<file path="src/rtl/nextio_pkg.sv">
// Shared register-file addresses, UART CSR bit positions and the TX sequencer state type.
// Latency: n/a (declarations and pure combinational helpers only).
// Backpressure: n/a.
package nextio_pkg;

  // Register-file word addresses
  localparam logic [15:0] RF_GPIO_ADDR = 16'h0000;
  localparam logic [15:0] RF_DATA_ADDR = 16'h0001;
  localparam logic [15:0] RF_CSR_ADDR  = 16'h0002;

  // UART CSR bit positions
  localparam int CSR_START = 0;
  localparam int CSR_BUSY  = 1;
  localparam int CSR_DONE  = 2;

  typedef enum logic [2:0] {
    IDLE,
    LOAD,
    START,
    DATA,
    PARITY,
    STOP,
    DONE_WB
  } tx_state_t;

  // Frame accepted: clear START, set BUSY, keep DONE and the upper bits
  function automatic logic [31:0] csr_load_val(input logic [31:0] csr);
    return {csr[31:3], csr[CSR_DONE], 1'b1, 1'b0};
  endfunction

  // Frame finished: set DONE, clear BUSY, keep START so a pending request runs next
  function automatic logic [31:0] csr_done_val(input logic [31:0] csr);
    return {csr[31:3], 1'b1, 1'b0, csr[CSR_START]};
  endfunction

endpackage

</file>
<file path="src/rtl/nextio_uart_tx_ctrl_baud.sv">
// Baud divider: free-running 0..CLK_DIV-1 counter with a one-cycle tick on the last count.
// Latency: tick is combinational from the count register.
// Backpressure: none; clear holds the count at zero.
module uart_baud_tick #(
  parameter int CLK_DIV = 234
) (
  input  logic clk,
  input  logic rst,
  input  logic clear,
  output logic tick
);

  localparam int CW = $clog2(CLK_DIV);
  localparam logic [CW-1:0] LAST = CW'(CLK_DIV - 1);

  logic [CW-1:0] count;

  assign tick = (count == LAST);

  // Count one bit period, reload on each bit boundary, hold at zero while cleared
  always_ff @(posedge clk) begin
    if (rst || clear) begin
      count <= '0;
    end else if (tick) begin
      count <= '0;
    end else begin
      count <= count + 1'b1;
    end
  end

endmodule

</file>
<file path="src/rtl/nextio_uart_tx_ctrl.sv">
// UART TX sequencer: START in CSR -> latch data byte, send 8N1 LSB first, write BUSY/DONE back.
// Latency: START seen -> tx low after 2 cycles; frame 10*CLK_DIV (11*CLK_DIV with NEXTIO_UART_PARITY_EN).
// Backpressure: controller owns the RF write port in LOAD/DONE_WB; a colliding CPU write is stalled 1 cycle.
module nextio_uart_tx_ctrl
  import nextio_pkg::*;
#(
  parameter int          CLK_DIV   = 234,
  parameter logic [15:0] DATA_ADDR = RF_DATA_ADDR,
  parameter logic [15:0] CSR_ADDR  = RF_CSR_ADDR
) (
  input  logic        clk,
  input  logic        rst,
  input  logic [31:0] uart_io_reg,
  input  logic [31:0] uart_csr_reg,
  input  logic        cpu_wen,
  input  logic [15:0] cpu_waddr,
  input  logic [31:0] cpu_wdata,
  output logic        cpu_wstall,
  output logic        io_wen,
  output logic [15:0] io_waddr,
  output logic [31:0] io_wdata,
  output logic        tx,
  output logic        busy
);

  // The data register is only read through uart_io_reg; its address must not alias the CSR
  if (CLK_DIV < 2 || DATA_ADDR == CSR_ADDR) begin : g_bad_cfg
    $error("nextio_uart_tx_ctrl: CLK_DIV must be >= 2 and DATA_ADDR must differ from CSR_ADDR");
  end

  tx_state_t   state;
  logic [7:0]  shift;
  logic [2:0]  bit_idx;
  logic        tick;
  logic        baud_clear;
  logic        ctrl_wr;
  logic [31:0] ctrl_wdata;
  logic        unused_io_hi;

  assign unused_io_hi = ^uart_io_reg[31:8];

`ifdef NEXTIO_UART_PARITY_EN
  logic par;
`endif

  // Baud count restarts at the first START cycle because it is held clear outside the frame
  assign baud_clear = (state == IDLE) || (state == LOAD) || (state == DONE_WB);

  uart_baud_tick #(.CLK_DIV(CLK_DIV)) u_baud (
    .clk   (clk),
    .rst   (rst),
    .clear (baud_clear),
    .tick  (tick)
  );

  assign ctrl_wr    = (state == LOAD) || (state == DONE_WB);
  assign ctrl_wdata = (state == LOAD) ? csr_load_val(uart_csr_reg) : csr_done_val(uart_csr_reg);

  // Write-port mux: controller wins, CPU is told to hold its request for that cycle
  always_comb begin
    io_wen     = cpu_wen;
    io_waddr   = cpu_waddr;
    io_wdata   = cpu_wdata;
    cpu_wstall = 1'b0;
    if (ctrl_wr) begin
      io_wen     = 1'b1;
      io_waddr   = CSR_ADDR;
      io_wdata   = ctrl_wdata;
      cpu_wstall = cpu_wen;
    end
  end

  // Frame sequencer; tx and busy are registered alongside the state
  always_ff @(posedge clk) begin
    if (rst) begin
      state   <= IDLE;
      tx      <= 1'b1;
      busy    <= 1'b0;
      shift   <= '0;
      bit_idx <= '0;
`ifdef NEXTIO_UART_PARITY_EN
      par     <= 1'b0;
`endif
    end else begin
      case (state)
        IDLE: begin
          if (uart_csr_reg[CSR_START]) begin
            state   <= LOAD;
            busy    <= 1'b1;
            shift   <= uart_io_reg[7:0];
            bit_idx <= '0;
`ifdef NEXTIO_UART_PARITY_EN
            par     <= ^uart_io_reg[7:0];
`endif
          end
        end
        LOAD: begin
          state <= START;
          tx    <= 1'b0;
        end
        START: begin
          if (tick) begin
            state <= DATA;
            tx    <= shift[0];
          end
        end
        DATA: begin
          if (tick) begin
            if (bit_idx == 3'd7) begin
`ifdef NEXTIO_UART_PARITY_EN
              state <= PARITY;
              tx    <= par;
`else
              state <= STOP;
              tx    <= 1'b1;
`endif
            end else begin
              bit_idx <= bit_idx + 3'd1;
              shift   <= {1'b0, shift[7:1]};
              tx      <= shift[1];
            end
          end
        end
`ifdef NEXTIO_UART_PARITY_EN
        PARITY: begin
          if (tick) begin
            state <= STOP;
            tx    <= 1'b1;
          end
        end
`endif
        STOP: begin
          if (tick) begin
            state <= DONE_WB;
          end
        end
        DONE_WB: begin
          state <= IDLE;
          busy  <= 1'b0;
        end
        default: begin
          state <= IDLE;
          tx    <= 1'b1;
          busy  <= 1'b0;
        end
      endcase
    end
  end

endmodule

</file>
<file path="config.mk">
export PLATFORM = sky130hd
export DESIGN_NAME = nextio_uart_tx_ctrl
export DESIGN_NICKNAME = d
export VERILOG_FILES = /design/src/rtl/nextio_pkg.sv /design/src/rtl/nextio_uart_tx_ctrl_baud.sv /design/src/rtl/nextio_uart_tx_ctrl.sv
export SDC_FILE = /design/constraint.sdc
export NUM_CORES = 1
export LEC_CHECK = 0
export ABC_AREA = 1
export CORE_MARGIN = 4
export CORE_UTILIZATION = 34
export CTS_BUF_LIST = sky130_fd_sc_hd__clkbuf_16
export DETAILED_ROUTE_END_ITERATION = 7
export PLACE_DENSITY = 0.86
export SLEW_MARGIN = 25
export SYNTH_ARGS = -nofsm -noshare
export SYNTH_HDL_FRONTEND = slang
export SYNTH_SLANG_ARGS = --single-unit
</file>
<file path="constraint.sdc">
create_clock -name clk -period 2.5 [get_ports clk]
set_input_delay 0.75 -clock clk [delete_from_list [all_inputs] [get_ports clk]]
set_output_delay 0.75 -clock clk [all_outputs]
set_load 0.01 [all_outputs]
</file>
==> flow_summary.ini <==
[status]
status = completed

[power]
p_int_w = 0.00182
comb_power_share = 0.690
p_per_area_nw_per_um2 = 939
vdd_ir_drop_max_uv = 580
p_clk_frac = 0.139
leakagePower_nw = 1.87
p_total_w = 0.00329
pwr-share-seq = 0.172
switchingPower_w = 0.00147
switching_share = 0.448

[route]
drc = 0
firstDrtPassIters = 4
num_vias = 2518
postRouteAntennaNets = 0
wirelength_um = 6700
drtIter0Drc = 91
vias_per_cell = 4.44
post_drt_wl_per_cell_um = 11.8

[critical_path]
end_kind = output pin
reg2regPathDepth = 8
worstSetupPathType = input port to output pin
cp_data_arrival_time_ps = 1710
cp_max_fo = 1
start_kind = input port
rrSetupSlack_ps = 720
rr_endpoint = shift[7]
required_ps = 1750
regToRegStartpoint = state[2]

[flow_run]
maxCapViolations = 0

[yosys]
synth_edf_count = 0
ys_ff_latch = 24
yosysSeqAreaShare = 0.251
synth_area_leaders = nand2_1, dfxtp_1, nor2_1, inv_1, o21ai_0
synth_ff_type = dfxtp_1
syn-num-nets = 467
yosys_warnings = 0
yosysUniqueCellTypes = 24
yosysMostFrequentCell = nand2_1
avgSynthCellArea_um2 = 5.49
yosysTopAreaCellShare = 0.302
syn_inst = 348
async_flop_share = 0
synth_common_cells = nand2_1, nor2_1, inv_1
netlist_area_um2 = 1910
synth_top_cell_by_area = nand2_1

[floorplanning]
dieWidth_um = 83.0
core_um2 = 5470
dieArea_um2 = 6890
initial_core_util = 0.349
io_pins = 167
die_y_um = 83.0
fp-row-count = 27

[placement]
port_buffers = 141
gp_congestion = 0.861
pre_cts_slack_ps = -236
dpl.hpwl_um = 5560

[timing]
setup_viol = 0
hold_viol = 0
slew_violations = 0
fmax_mhz = 407
clock_skew_ps = 5.17
finalCritPeriodShare = 0.984
period_minus_slack_ps = 2460
rsz0062_at_grt = false
tightest_slew_ps = 366
slew_headroom = 0.755
fin_ws_ps = 41.1

[finish]
nNetsFinal = 615
insertedDiodeCount = 0
fillers = 489
syn2layout_area_growth_pct = 83.4
drive_gt1_frac = 0.0747

[global_route]
grt_max_degree = 33
antenna_found_initial = 0
grt_util_all_layers = 0.184
grt_pass1_wl_um = 10700
overflow = 0
grt_pass1_vias = 2326

[worst_hold_path]
worstHoldPathCells = 2
hp-start = tx
hold_path_end = tx
hp-class = register to register

[clock_network]
cts_sinks = 24
htree_num_levels = 1
cts_root_buffer = clkbuf_16
cts-buffers-inserted = 3
clock_latency_ps = 260
clockBufferDepth = 2
clk_pin_slew_ps = 60
cts_tree = yes
hold_buffers = 0
==> worst max-delay path: stages <==
cell and delay (ps):
clkdlybuf4s50_1 390, or2_2 280, dlygate4sd2_1 280
==> per-layer routing <==
metal | vias up | wire length (µm) | track usage
li1 | 1318 | - | -
met1 | 1093 | 2720 | 0.206
met2 | 93 | 3440 | 0.351
met3 | 14 | 392 | 0.0317
met4 | 0 | 140 | 0.0535
met5 | - | 0 | 0
==> registers in the layout, summed over array words and instances, names as in the netlist <==
| name | cells |
|---|---|
| state | 3 |
| tx | 1 |
| u_baud.count | 8 |
| shift | 8 |
| busy | 1 |
| bit_idx | 3 |
==> cell families (layout without fill, tap and decap cells) <==
logic type	after synthesis	count (layout)	share of synthesized area
AO/OA/AOI/OAI	19	19	0.0648
flip-flops	24	24	0.251
adder cells (fa/ha/maj)	4	4	0.0262
AND/OR/NAND/NOR	231	231	0.488
XOR/XNOR	3	3	0.0137
buffers and inverters	67	214	0.156
==> per-stage QoR <==
step | setup TNS, ps | hold WS, ps | utilization | cell area (µm²) | instances
finish | 0 | 466 | 0.641 | 3510 | 567
global route | 0 | 479 | 0.641 | 3510 | 567
CTS | 0 | 469 | 0.639 | 3500 | 566
detailed placement | -6210 | 454 | 0.630 | 3450 | 562
global placement | -5680 | 443 | 0.630 | 3450 | 562
floorplan | 0 | 433 | - | 1910 | 348
==> power by group through the flow <==
stage	combinational [W]	clock [W]	sequential (W)
detailed placement	0.00249	0	0.000575
CTS	0.00228	0.000461	0.000567
floorplan	0.00140	0	0.000579
finish	0.00227	0.000456	0.000566
global placement	0.00243	0	0.000570
global route	0.00254	0.000480	0.000579
==> area by class of cell <==
type / count / area [µm²] / area share
Clock buffer: 3 / 75.1 / 0.0214
Clock inverter: 1 / 30.0 / 0.00856
Inverter: 54 / 203 / 0.0578
Multi-Input combinational cell: 257 / 1140 / 0.324
Sequential cell: 24 / 480 / 0.137
Tap cell: 72 / 90.1 / 0.0257
Timing Repair Buffer: 156 / 1490 / 0.425
==> what timing repair did <==
item | in CTS | in global routing
pin swaps | 0 | 2
setup endpoints to repair | 50 | 4
hold endpoints to repair | 0 | 0
resized for setup | 52 | 2
setup buffers | 0 | 1
==> cell usage in the layout, fill, tap and decap left out, drive strengths merged, types with 2 or more instances in the layout <==
cell             n
nand2          157
clkdlybuf4s50   91
nor2            59
inv             54
dlygate4sd2     49
dfxtp           24
buf             15
o21ai           11
nand3            9
a21oi            6
ha               4
nor3b            3
clkbuf           3
nand4            2
xnor2            2
==> how the worst max path moves through the flow <==
stage / slack, ps / end / start / cells past startpoint
after CTS: 40 / io_waddr[1] / cpu_waddr[1] / 3
final: 40 / io_waddr[1] / cpu_waddr[1] / 3
after detailed placement: -240 / io_wdata[0] / uart_csr_reg[0] / 4
after global routing: 0.2 / io_wdata[9] / state[0] / 9
after floorplan: 530 / io_wdata[26] / state[0] / 8
after global placement: -240 / io_wdata[0] / uart_csr_reg[0] / 4
No activity file was read; power rests on OpenSTA's default activity.
